==> config.mk <==
export PLATFORM = sky130hd
export DESIGN_NAME = divider_unit
export DESIGN_NICKNAME = d
export VERILOG_FILES = /design/src/rtl/divider_unit.sv
export SDC_FILE = /design/constraint.sdc
export NUM_CORES = 1
export LEC_CHECK = 0
export ABC_AREA = 1
export CAP_MARGIN = 20
export CORE_ASPECT_RATIO = 0.8
export CORE_UTILIZATION = 50
export CTS_CLUSTER_SIZE = 12
export DETAILED_ROUTE_END_ITERATION = 7
export PLACE_DENSITY = 0.79
export SYNTH_ARGS = -nofsm -noshare
export SYNTH_HDL_FRONTEND = slang
export SYNTH_SLANG_ARGS = --single-unit
==> constraint.sdc <==
create_clock -name Clk -period 1.6 [get_ports Clk]
set_clock_uncertainty 0.1 [all_clocks]
set_input_delay 0.48 -clock Clk [delete_from_list [all_inputs] [get_ports Clk]]
set_output_delay 0.48 -clock Clk [all_outputs]
set_load 0.01 [all_outputs]
==> src/rtl/divider_unit.sv <==
// Sequential restoring divider: one quotient bit per cycle, unsigned or two's-complement.
// Operands come from the switch bank; quotient/remainder and status flags are held for display.
module divider_unit #(
    parameter int unsigned WIDTH = 8
) (
    input  logic             Clk,
    input  logic             Reset,
    input  logic             Run,
    input  logic             Load_Dvd,
    input  logic             Load_Dvs,
    input  logic             Signed_Mode,
    input  logic [WIDTH-1:0] SW,
    output logic [WIDTH-1:0] Dvd_val,
    output logic [WIDTH-1:0] Dvs_val,
    output logic [WIDTH-1:0] Qval,
    output logic [WIDTH-1:0] Rval,
    output logic             Busy,
    output logic             Done,
    output logic             Div_By_Zero,
    output logic             Ovf
);

    localparam int unsigned CntW = $clog2(WIDTH) + 1;
    localparam logic [WIDTH-1:0] MinVal = {1'b1, {(WIDTH-1){1'b0}}};

    typedef enum logic [2:0] {StIdle, StSetup, StIter, StFix, StHold} state_e;

    state_e           state_q, state_d;
    logic [WIDTH-1:0] dvd_q, dvd_d, dvs_q, dvs_d;
    logic [WIDTH-1:0] q_out_q, q_out_d, r_out_q, r_out_d;
    logic             done_q, done_d, dbz_q, dbz_d, ovf_q, ovf_d;
    logic [WIDTH:0]   rw_q, rw_d;
    logic [WIDTH-1:0] qw_q, qw_d, dvs_mag_q, dvs_mag_d;
    logic [CntW-1:0]  cnt_q, cnt_d;
    logic             q_neg_q, q_neg_d, r_neg_q, r_neg_d;
    // Special cases are detected at setup and only reported when the result lands.
    logic             dbz_pend_q, dbz_pend_d, ovf_pend_q, ovf_pend_d;

    logic [WIDTH-1:0] dvd_mag, dvs_mag, r_low;
    logic [WIDTH:0]   shifted;
    logic [WIDTH+1:0] diff;

    // Operand magnitudes and the trial subtraction for the current iteration.
    always_comb begin
        dvd_mag = (Signed_Mode && dvd_q[WIDTH-1]) ? -dvd_q : dvd_q;
        dvs_mag = (Signed_Mode && dvs_q[WIDTH-1]) ? -dvs_q : dvs_q;
        shifted = {rw_q[WIDTH-1:0], qw_q[WIDTH-1]};
        diff    = {1'b0, shifted} - {2'b00, dvs_mag_q};
        r_low   = rw_q[WIDTH-1:0];
    end

    // Next-state logic for the FSM and all datapath registers.
    always_comb begin
        state_d    = state_q;
        dvd_d      = dvd_q;
        dvs_d      = dvs_q;
        q_out_d    = q_out_q;
        r_out_d    = r_out_q;
        done_d     = done_q;
        dbz_d      = dbz_q;
        ovf_d      = ovf_q;
        rw_d       = rw_q;
        qw_d       = qw_q;
        dvs_mag_d  = dvs_mag_q;
        cnt_d      = cnt_q;
        q_neg_d    = q_neg_q;
        r_neg_d    = r_neg_q;
        dbz_pend_d = dbz_pend_q;
        ovf_pend_d = ovf_pend_q;

        // Operand loads are only honoured while the datapath is not using them.
        if (state_q == StIdle || state_q == StHold) begin
            if (Load_Dvd) dvd_d = SW;
            if (Load_Dvs) dvs_d = SW;
        end

        unique case (state_q)
            StIdle: begin
                if (Run) state_d = StSetup;
            end
            StSetup: begin
                done_d     = 1'b0;
                dbz_d      = 1'b0;
                ovf_d      = 1'b0;
                q_neg_d    = Signed_Mode & (dvd_q[WIDTH-1] ^ dvs_q[WIDTH-1]);
                r_neg_d    = Signed_Mode & dvd_q[WIDTH-1];
                dvs_mag_d  = dvs_mag;
                rw_d       = '0;
                qw_d       = dvd_mag;
                cnt_d      = '0;
                dbz_pend_d = (dvs_q == '0);
                ovf_pend_d = Signed_Mode && (dvd_q == MinVal) && (dvs_q == '1);
                state_d    = StIter;
            end
            StIter: begin
                // diff's MSB set means the trial subtraction went negative: restore.
                rw_d  = diff[WIDTH+1] ? shifted : diff[WIDTH:0];
                qw_d  = {qw_q[WIDTH-2:0], ~diff[WIDTH+1]};
                cnt_d = cnt_q + CntW'(1);
                if (cnt_q == CntW'(WIDTH - 1)) state_d = StFix;
            end
            StFix: begin
                if (dbz_pend_q) begin
                    q_out_d = '1;
                    r_out_d = dvd_q;
                    dbz_d   = 1'b1;
                end else if (ovf_pend_q) begin
                    q_out_d = MinVal;
                    r_out_d = '0;
                    ovf_d   = 1'b1;
                end else begin
                    q_out_d = q_neg_q ? -qw_q : qw_q;
                    r_out_d = r_neg_q ? -r_low : r_low;
                end
                done_d  = 1'b1;
                state_d = StHold;
            end
            StHold: begin
                if (!Run) state_d = StIdle;
            end
            default: state_d = StIdle;
        endcase
    end

    // State register with synchronous active-high reset.
    always_ff @(posedge Clk) begin
        if (Reset) begin
            state_q    <= StIdle;
            dvd_q      <= '0;
            dvs_q      <= '0;
            q_out_q    <= '0;
            r_out_q    <= '0;
            done_q     <= 1'b0;
            dbz_q      <= 1'b0;
            ovf_q      <= 1'b0;
            rw_q       <= '0;
            qw_q       <= '0;
            dvs_mag_q  <= '0;
            cnt_q      <= '0;
            q_neg_q    <= 1'b0;
            r_neg_q    <= 1'b0;
            dbz_pend_q <= 1'b0;
            ovf_pend_q <= 1'b0;
        end else begin
            state_q    <= state_d;
            dvd_q      <= dvd_d;
            dvs_q      <= dvs_d;
            q_out_q    <= q_out_d;
            r_out_q    <= r_out_d;
            done_q     <= done_d;
            dbz_q      <= dbz_d;
            ovf_q      <= ovf_d;
            rw_q       <= rw_d;
            qw_q       <= qw_d;
            dvs_mag_q  <= dvs_mag_d;
            cnt_q      <= cnt_d;
            q_neg_q    <= q_neg_d;
            r_neg_q    <= r_neg_d;
            dbz_pend_q <= dbz_pend_d;
            ovf_pend_q <= ovf_pend_d;
        end
    end

    // Output drive.
    always_comb begin
        Dvd_val     = dvd_q;
        Dvs_val     = dvs_q;
        Qval        = q_out_q;
        Rval        = r_out_q;
        Done        = done_q;
        Div_By_Zero = dbz_q;
        Ovf         = ovf_q;
        Busy        = (state_q == StSetup) || (state_q == StIter) || (state_q == StFix);
    end

endmodule

## After elaboration in Yosys (flattened, before gate mapping)

Cells that the tools add are included.

| storage, ports and cells | value |
|---|---|
| register bits | 70 |
| latch bits | 0 |
| memory bits (writable) | 0 |
| ROM bits | 0 |
| input bits | 14 |
| output and inout bits | 36 |
| word-level logic and storage cells | 77 |
| memories | 0 |

| operators by class | value |
|---|---|
| add/sub/neg operators | 6 |
| $mul | 0 |
| divide/modulo/power cells | 0 |
| $lt $le $gt $ge | 0 |
| equality and inequality tests | 13 |
| shift-type cells | 0 |
| mux-type cells | 22 |
| bitwise gates (word level) | 4 |
| reduce and logical (&&, ||, !) cells | 16 |

Operator list:

| kind | number |
|---|---|
| two-way mux 8 bit | 9 |
| negation 8 bit | 4 |
| case mux 8 bit (2 select lines) | 2 |
| == test 8 bit, second input constant | 2 |
| case mux 3 bit (5 select lines) | 1 |
| != test 2 bit, second input constant | 6 |
| subtractor 9 x 8 -> 10 bit | 1 |
| two-way mux 3 bit | 3 |
| zero test 8 bit | 1 |
| case mux 4 bit (2 select lines) | 1 |
| == test 3 x 2 -> 1 bit, second input constant | 2 |
| case mux 1 bit (2 select lines) | 3 |
| AND reduction 2 bit | 3 |
| AND reduction 3 bit | 2 |
| adder 4 x 1 -> 4 bit, second input constant | 1 |
| == test 4 x 3 -> 1 bit, second input constant | 1 |
| logical AND 1 bit | 4 |
| nonzero test 2 bit | 2 |
| == test 3 x 1 -> 1 bit, second input constant | 1 |
| == test 3 bit, second input constant | 1 |
| zero test 3 bit | 1 |
| logical OR 1 bit | 3 |
| two-way mux 1 bit | 3 |
| bitwise AND 1 bit | 2 |
| 2 further kinds | 2 |

## Depth between registers and ports, before layout

Gate-level depths: netlist (run 1).

| depth | value |
|---|---|
| depth after elaboration | 4 |
| depth in mapped cells | 12 |
| mapped depth without buffers | 12 |

## Worst setup path before layout (run 1)

No wires, ideal clock.

| timing path | value |
|---|---|
| path type | reg-to-reg |
| start | register qw_q[7] |
| end | register rw_q[4] |
| library setup time | 134 ps |
| data arrival time | 1469 ps |
| required time | 1366 ps |
| path slack | -103 ps |
| stages on the path, launching flop included | 11 |
| path buffers | 0 |
| clock period less this slack | 1703 ps |
| cell sequence | dfxtp_1 inv_1 ha_1 fa_1 inv_1 nand3_1 nand3_1 xnor2_1 nand2_1 nand3_1 a21oi_1 |

| on the way | value |
|---|---|
| word-level cells in the longest chain between the ends | 3 |

RTL lines:

| item | RTL line | source |
|---|---|---|
| start: declaration | 33 | `logic [WIDTH-1:0] qw_q, qw_d, dvs_mag_q, dvs_mag_d;` |
| start signal: assignment | 154 | `qw_q <= qw_d;` |
| subtractor 9 x 8 -> 10 bit | 48 | `diff = {1'b0, shifted} - {2'b00, dvs_mag_q};` |
| two-way mux 8 bit | 97 | `rw_d = diff[WIDTH+1] ? shifted : diff[WIDTH:0];` |
| case mux 8 bit (2 select lines) | 77 | `unique case (state_q)` |
| end signal: assignment | 153 | `rw_q <= rw_d;` |
| end: declaration | 32 | `logic [WIDTH:0] rw_q, rw_d;` |

No other way between the ends.
A chain may end at the register's enable or synchronous reset.

## Worst setup path in the final report (run 1)

| timing path | value |
|---|---|
| start | register dvs_mag_q[6] |
| end | register rw_q[3] |

| on the way | value |
|---|---|
| word-level cells in the longest chain between the ends | 3 |

RTL lines:

| item | RTL line | source |
|---|---|---|
| start: declaration | 33 |  |
| start signal: assignment | 155 | `dvs_mag_q <= dvs_mag_d;` |
| subtractor 9 x 8 -> 10 bit | 48 |  |
| two-way mux 8 bit | 97 |  |
| case mux 8 bit (2 select lines) | 77 |  |

No other way between the ends.

==> impl_metrics.env, run 1 <==
export IMPL_setup_repair_after_global_routing_missed_its_margin="yes"
export IMPL_ff_latch_area_um2=1430
export IMPL_hold_class="reg -> reg"
export IMPL_placeableCoreArea_um2=7390
export IMPL_critical_path_reg2reg_endpoint="rw_q[3]"
export IMPL_grt_pass1_vias=4110
export IMPL_synth_ff_type="sky130_fd_sc_hd__dfxtp_1"
export IMPL_dp_final_hpwl_um=8600
export IMPL_avgSynthCellArea_um2=7.00
export IMPL_global_route_usage_total_pct=31.9
export IMPL_synthArstFlopShare_pct=0
export IMPL_detail_route_antenna_nets=0
export IMPL_clock_insertion_delay_worst_skew_ps=350
export IMPL_placed_cells=750
export IMPL_synth_enable_flop_cells=0
export IMPL_period_minus_slack_ps=1750
export IMPL_boundary_pin_count=50
export IMPL_startpoint_type="flip-flop"
export IMPL_yosysWarnings=0
export IMPL_run_status="finished with violations"
export IMPL_postCtsHoldBufs=0
export IMPL_min_period_over_period_pct=109
export IMPL_route_detailed_wl_per_inst_um=16.6
export IMPL_clockBufferDepth=2
export IMPL_floorplan_die_width_um=99.7
export IMPL_wire_length_of_the_first_global_routing_pass_um=19800
export IMPL_ir_drop_v=0.000690
export IMPL_timing_critical_path_fanout_max=4
export IMPL_r2r_worst_path_cells=9
export IMPL_dpl_cell_area_um2=4980
export IMPL_clkSlewWorstSetupHoldPaths_ps=80
export IMPL_antenna_cells=0
export IMPL_post_drt_via_cell_ratio=5.68
export IMPL_setup_worst_path_end_class="flip-flop"
export IMPL_routed_wl_um=13000
export IMPL_drtPass1Iterations=5
export IMPL_area_growth_synth_to_final_pct=45.3
export IMPL_ctsHtreeMaxLevel=3
export IMPL_violations="negative setup slack"
export IMPL_layout_net_count=703
export IMPL_final_setup_worst_slack_ps=-145
export IMPL_numPortBuffers=49
export IMPL_final_layout_size_suffix_gt1_share_pct=30.5
export IMPL_netlist_instances=545
export IMPL_antenna_found_initial=0
export IMPL_hold_start="Qval[1]"
export IMPL_drc_errors=0
export IMPL_leakage_nw=2.48
export IMPL_final_setup_viol_count=10
export IMPL_drv_max_cap_violation_count=0
export IMPL_critPathArrivalTime_ps=1940
export IMPL_grt_max_degree=34
export IMPL_drt_first_iter_violations=418
export IMPL_initial_utilization_pct=51.6
export IMPL_worstHoldEndpoint="Qval[1]"
export IMPL_rr_startpoint="dvs_mag_q[6]"
export IMPL_critical_path_required_ps=1790
export IMPL_clockRootBuffer="sky130_fd_sc_hd__clkbuf_8"
export IMPL_fillers=546
export IMPL_synth_seq_cells=70
export IMPL_total_grt_overflow=0
export IMPL_power_density_nw_per_um2=1550
export IMPL_cts_sinks=70
export IMPL_num_vias=4451
export IMPL_max_slew_worst_pin_slew_ps=395
export IMPL_type_of_the_setup_path_with_the_least_slack="reg -> reg"
export IMPL_synth_fp_nets=574
export IMPL_die_height_um=80.2
export IMPL_floorplan_die_area_um2=7990
export IMPL_cts_tree="yes"
export IMPL_setup_reg_to_reg_worst_slack_ps=-150
export IMPL_tritoncts_num_buffers=9
export IMPL_place_congestion=0.920
export IMPL_worstHoldPathCells=2
export IMPL_finalHoldViolations=0
export IMPL_synth_distinct_cells=40
export IMPL_drv_slew=0
export IMPL_multi_input_area_um2=2320
export IMPL_fmax_mhz=573
export IMPL_layout_cell_area_non_filler_um2=5550
export IMPL_synth_seq_area_share_pct=36.7
export IMPL_layoutNonFillerInstCount=783
export IMPL_max_slew_margin_rel_pct=73.6
export IMPL_syn_std_cell_area_um2=3820
export IMPL_num_rows=28
==> where the power goes <==
| group | internal, W | switching [W] | leakage [nW] | total [W] |
|---|---|---|---|---|
| sequential | 0.00197 | 0.000190 | 0.580 | 0.00216 |
| clock | 0.000749 | 0.000687 | 0.0952 | 0.00144 |
| combinational | 0.00211 | 0.00288 | 1.80 | 0.00498 |
| total | 0.00483 | 0.00375 | 2.48 | 0.00858 |
==> synthesized netlist by cell type (6+ instances only) <==
master | instances | area, um2
sky130_fd_sc_hd__ha_1 | 14 | 175
sky130_fd_sc_hd__clkbuf_1 | 9 | 33.8
sky130_fd_sc_hd__nand2_1 | 121 | 454
sky130_fd_sc_hd__nand2_2 | 8 | 50.1
sky130_fd_sc_hd__nand4_1 | 15 | 93.8
sky130_fd_sc_hd__buf_2 | 6 | 30.0
sky130_fd_sc_hd__o21ai_0 | 36 | 180
sky130_fd_sc_hd__a31oi_1 | 14 | 87.6
sky130_fd_sc_hd__xor2_1 | 6 | 52.6
sky130_fd_sc_hd__nand3_1 | 49 | 245
sky130_fd_sc_hd__dfxtp_1 | 70 | 1400
sky130_fd_sc_hd__inv_1 | 70 | 263
sky130_fd_sc_hd__a21oi_1 | 52 | 260
sky130_fd_sc_hd__nor2_1 | 28 | 105
==> layout by cell type, fill, tap and decap left out, drive strengths merged, types with 2 or more instances in the layout <==
master	Yosys	routed
o22ai	2	2
nor2	32	32
nor4	2	2
xnor2	2	2
o211ai	2	2
clkinv	1	2
nand4	15	15
dfxtp	70	70
ha	14	14
nand2	130	131
nand3	51	53
clkdlybuf4s50	0	13
a21oi	55	55
clkbuf	9	14
clkinvlp	0	3
xor2	6	6
dlygate4sd2	0	31
buf	9	83
or2	2	2
inv	74	73
o21ai	37	37
a221oi	2	2
clkdlybuf4s15	0	3
a31oi	14	14
a22oi	5	5
nor3	5	5
==> how the worst max path moves through the flow <==
stage | startpoint | to | slack, ps | cells after the start
finish | dvs_mag_q[6] | rw_q[3] | -150 | 9
global route | qw_q[7] | rw_q[4] | -220 | 10
CTS | qw_q[7] | rw_q[6] | -80 | 10
detailed placement | Signed_Mode | ovf_pend_q | -340 | 7
global placement | Signed_Mode | ovf_pend_q | -260 | 7
floorplan | qw_q[7] | rw_q[4] | -10 | 10
==> registers in the layout, indices dropped and copies added (netlist names), 3 cells and up <==
name and count:
Dvd_val 8, Dvs_val 8, Qval 8, Rval 8
dvs_mag_q 8, qw_q 8, rw_q 8, cnt_q 4
state_q 3
==> worst max-delay path, cell delays in order (launching register included) <==
cell,delay [ps]
sky130_fd_sc_hd__dfxtp_2,330
sky130_fd_sc_hd__inv_2,50
sky130_fd_sc_hd__ha_4,290
sky130_fd_sc_hd__nand2_4,70
sky130_fd_sc_hd__nor2_4,210
sky130_fd_sc_hd__buf_6,160
sky130_fd_sc_hd__nand3_4,80
sky130_fd_sc_hd__nand4_1,170
sky130_fd_sc_hd__nand3_2,100
sky130_fd_sc_hd__a21oi_2,130
==> what timing repair did <==
item,CTS,global route
setup buffers,7,5
setup endpoints to repair,46,38
gates resized for setup,84,51
pin swaps,19,17
cloned,3,3
hold endpoints to repair,0,0
==> metal layers <==
metal  wire, um  global-route usage [%]
met1       5500                    42.5
met2       5910                    51.9
met3       1170                    5.92
met4        414                    10.9
met5          0                       0
==> final cells by class <==
class | instances | area share (%)
Multi-Input combinational cell | 385 | 41.8
Sequential cell | 70 | 25.8
Timing Repair Buffer | 133 | 21.2
Inverter | 75 | 5.44
Clock buffer | 11 | 2.55
Tap cell | 105 | 2.37
Clock inverter | 4 | 0.857
==> logic make-up (layout without fill, tap and decap cells) <==
logic type                 Yosys count  after routing  share of synthesized area [%]
xor gates and xnor gates             8              8                           1.84
adders and majority gates           15             15                           5.11
AOI/OAI and AO/OA                  121            121                           18.0
DFF                                 70             70                           36.7
and+or+nand+nor                    238            241                           28.5
buffers and inverters               93            223                           9.87
==> metrics by stage <==
stage          setup WS (ps)  setup TNS (ps)  util (%)  hold WS [ps]  total power [W]
6_report                -145            -800      75.1           363          0.00858
5_1_grt                 -223           -1500      75.1           388          0.00904
4_1_cts                -81.8            -246      72.2           367          0.00788
3_5_place_dp            -342           -7320      67.4           355          0.00597
3_3_place_gp            -256           -5760      67.4           347          0.00589
2_1_floorplan          -11.1           -11.1         -           331          0.00466
Note: power is estimated with default switching activity, not from simulation.
==> run 2, diff against run 1 <==
--- a/config.mk
+++ b/config.mk
@@ -13,2 +13,3 @@
 export DETAILED_ROUTE_END_ITERATION = 7
+export GPL_TIMING_DRIVEN = 0
 export PLACE_DENSITY = 0.79
--- a/constraint.sdc
+++ b/constraint.sdc
@@ -4,2 +4,2 @@
 set_output_delay 0.48 -clock Clk [all_outputs]
-set_load 0.01 [all_outputs]
+set_load 0.1 [all_outputs]
==> run 2 against run 1 <==
Compared with the run above: sequential power rose by 6%; critical path type unchanged; critical path depth rose by 1; the run ends with design-rule violations, negative setup slack left; hold slack improved by 3.4 ps; highest routed layer unchanged; die area did not move; first-iteration DRC count fell by 8.6%; maximum frequency fell by 1.2%; flip-flop and latch count did not move; critical endpoint is now rw_q[4]; power rose by 11%; non-clock buffer count fell by 39.
==> impl_metrics.env, run 2 (same netlist as run 1, synthesis figures left out) <==
export IMPL_dpl_cell_area_um2=4540
export IMPL_route_detailed_wl_per_inst_um=16.5
export IMPL_power_total_w=0.00953
export IMPL_critPathArrivalTime_ps=1940
export IMPL_placeableCoreArea_um2=7390
export IMPL_area_growth_synth_to_final_pct=43.5
export IMPL_max_slew_worst_pin_slew_ps=738
export IMPL_type_of_the_setup_path_with_the_least_slack="reg -> reg"
export IMPL_hold_class="reg -> reg"
export IMPL_drt_first_iter_violations=382
export IMPL_sw_share_pct=46.6
export IMPL_layout_cell_area_non_filler_um2=5480
export IMPL_fraction_of_power_consumed_by_sequential_logic_pct=24.0
export IMPL_drtPass1Iterations=8
export IMPL_cts_tree="yes"
export IMPL_global_route_usage_total_pct=30.6
export IMPL_ff_latch_area_um2=1480
export IMPL_antenna_found_initial=0
export IMPL_final_setup_worst_slack_ps=-166
export IMPL_timing_critical_path_fanout_max=4
export IMPL_routed_wl_met3_um=1250
export IMPL_num_vias=4322
export IMPL_fillers=523
export IMPL_detail_route_antenna_nets=0
export IMPL_drv_max_cap_violation_count=0
export IMPL_period_minus_slack_ps=1770
export IMPL_post_drt_via_cell_ratio=5.79
export IMPL_grt_max_degree=14
export IMPL_min_period_over_period_pct=110
export IMPL_cts_sinks=70
export IMPL_total_grt_overflow=0
export IMPL_place_congestion=0.993
export IMPL_netSwitchingPower_w=0.00444
export IMPL_internal_power_w=0.00509
export IMPL_die_height_um=80.2
export IMPL_power_share_of_the_clock_group_pct=16.9
export IMPL_topRoutingLayerUsed="met4"
export IMPL_final_cell_mix="sky130_fd_sc_hd__nand2_1, sky130_fd_sc_hd__inv_1, sky130_fd_sc_hd__a21oi_1"
export IMPL_share_comb_of_total_power_pct=59.1
export IMPL_boundary_pin_count=50
export IMPL_floorplan_die_width_um=99.7
export IMPL_clkSlewWorstSetupHoldPaths_ps=80
export IMPL_grt_pass1_vias=3907
export IMPL_routed_wl_met2_um=5620
export IMPL_final_setup_viol_count=10
export IMPL_clock_insertion_delay_worst_skew_ps=360
export IMPL_final_common_cell="sky130_fd_sc_hd__nand2_1"
export IMPL_power_density_nw_per_um2=1740
export IMPL_floorplan_die_area_um2=7990
export IMPL_drt_met1_wl_um=5110
export IMPL_clockBufferDepth=2
export IMPL_violations="design-rule violations, negative setup slack"
export IMPL_num_rows=28
export IMPL_routed_wl_um=12300
export IMPL_dp_final_hpwl_um=8170
export IMPL_final_layout_size_suffix_gt1_share_pct=34.1
export IMPL_antenna_cells=0
export IMPL_leakage_nw=2.25
export IMPL_initial_utilization_pct=51.6
export IMPL_wire_length_of_the_first_global_routing_pass_um=18600
export IMPL_clockRootBuffer="sky130_fd_sc_hd__clkbuf_8"
export IMPL_drc_errors=1
export IMPL_setup_repair_after_global_routing_missed_its_margin="yes"
export IMPL_numPortBuffers=48
export IMPL_layout_net_count=666
export IMPL_finalHoldViolations=0
export IMPL_ctsHtreeMaxLevel=3
export IMPL_fmax_mhz=566
export IMPL_multi_input_area_um2=2420
export IMPL_critical_path_required_ps=1780
export IMPL_postCtsHoldBufs=0
export IMPL_setup_worst_path_end_class="flip-flop"
export IMPL_ir_drop_v=0.00132
export IMPL_startpoint_type="flip-flop"
export IMPL_drv_slew=0
export IMPL_tritoncts_num_buffers=9
export IMPL_max_slew_margin_rel_pct=50.8
export IMPL_run_status="finished with violations"
## run 2: cell types whose count changed in the layout (fill, tap and decap cells not counted), sizes merged
cell / change
dlygate4sd2: -31
buf: -11
clkbuf: +5
clkdlybuf4s15: -3
clkdlybuf4s50: -2
inv: +2
bufinv: +1
clkinv: +1
dlymetal6s2s: +1
nor2: +1
## run 2: worst paths after layout
kind	depth (start not counted)	slack [ps]	to	start
min	1	370	cnt_q[3]	cnt_q[3]
min reg2reg	1	370	cnt_q[3]	cnt_q[3]
max	10	-170	rw_q[4]	dvs_mag_q[6]
max reg2reg	10	-170	rw_q[4]	dvs_mag_q[6]
## run 2: power by group through the flow
stage          clock network (W)  logic, W  registers [W]
2_1_floorplan                  0   0.00258        0.00268
3_3_place_gp                   0   0.00378        0.00224
3_5_place_dp                   0   0.00385        0.00224
4_1_cts                  0.00160   0.00483        0.00224
5_1_grt                  0.00168   0.00600        0.00231
6_report                 0.00161   0.00563        0.00229
## run 2: worst max-delay path, stage by stage (launching register included)
cell and delay [ps]:
sky130_fd_sc_hd__dfxtp_2 340, sky130_fd_sc_hd__inv_4 50, sky130_fd_sc_hd__ha_4 290, sky130_fd_sc_hd__nand2_4 60, sky130_fd_sc_hd__nor2_4 160, sky130_fd_sc_hd__buf_12 140
sky130_fd_sc_hd__buf_6 90, sky130_fd_sc_hd__nand3_4 80, sky130_fd_sc_hd__nand4_1 120, sky130_fd_sc_hd__nand3_1 100, sky130_fd_sc_hd__a21oi_1 140
## run 2: layer usage
metal | GRT usage [%] | up-vias
met4 | 14.3 | 0
met2 | 48.1 | 257
li1 | - | 2029
met1 | 39.0 | 1991
met3 | 8.44 | 45
met5 | 0 | -
## run 2: final cells by class
class	count	area share (%)
inverters	75	5.57
plain buffers	18	2.01
repair inverters	1	0.114
flip-flops and latches	70	27.1
multi-input cells	386	44.2
clock buffers	9	2.26
clock inverters	7	1.78
well taps	105	2.40
repair buffers	76	14.6
## run 2: stage by stage
| stage | utilization [%] | instances | setup WS, ps | hold slack [ps] | TNS, ps |
|---|---|---|---|---|---|
| floorplan | - | 545 | 6.35 | 331 | 0 |
| global placement | 61.4 | 698 | -758 | 350 | -24240 |
| detailed placement | 61.4 | 698 | -776 | 346 | -25450 |
| CTS | 68.9 | 734 | -95.7 | 357 | -518 |
| global route | 74.1 | 747 | -209 | 377 | -1630 |
| finish | 74.1 | 747 | -166 | 366 | -1070 |
## run 2: timing repair
item / in CTS / in global routing
gates resized for setup: 291 / 86
cloned: 3 / 2
pin swaps: 24 / 25
setup endpoints to repair: 77 / 70
setup buffers: 17 / 11
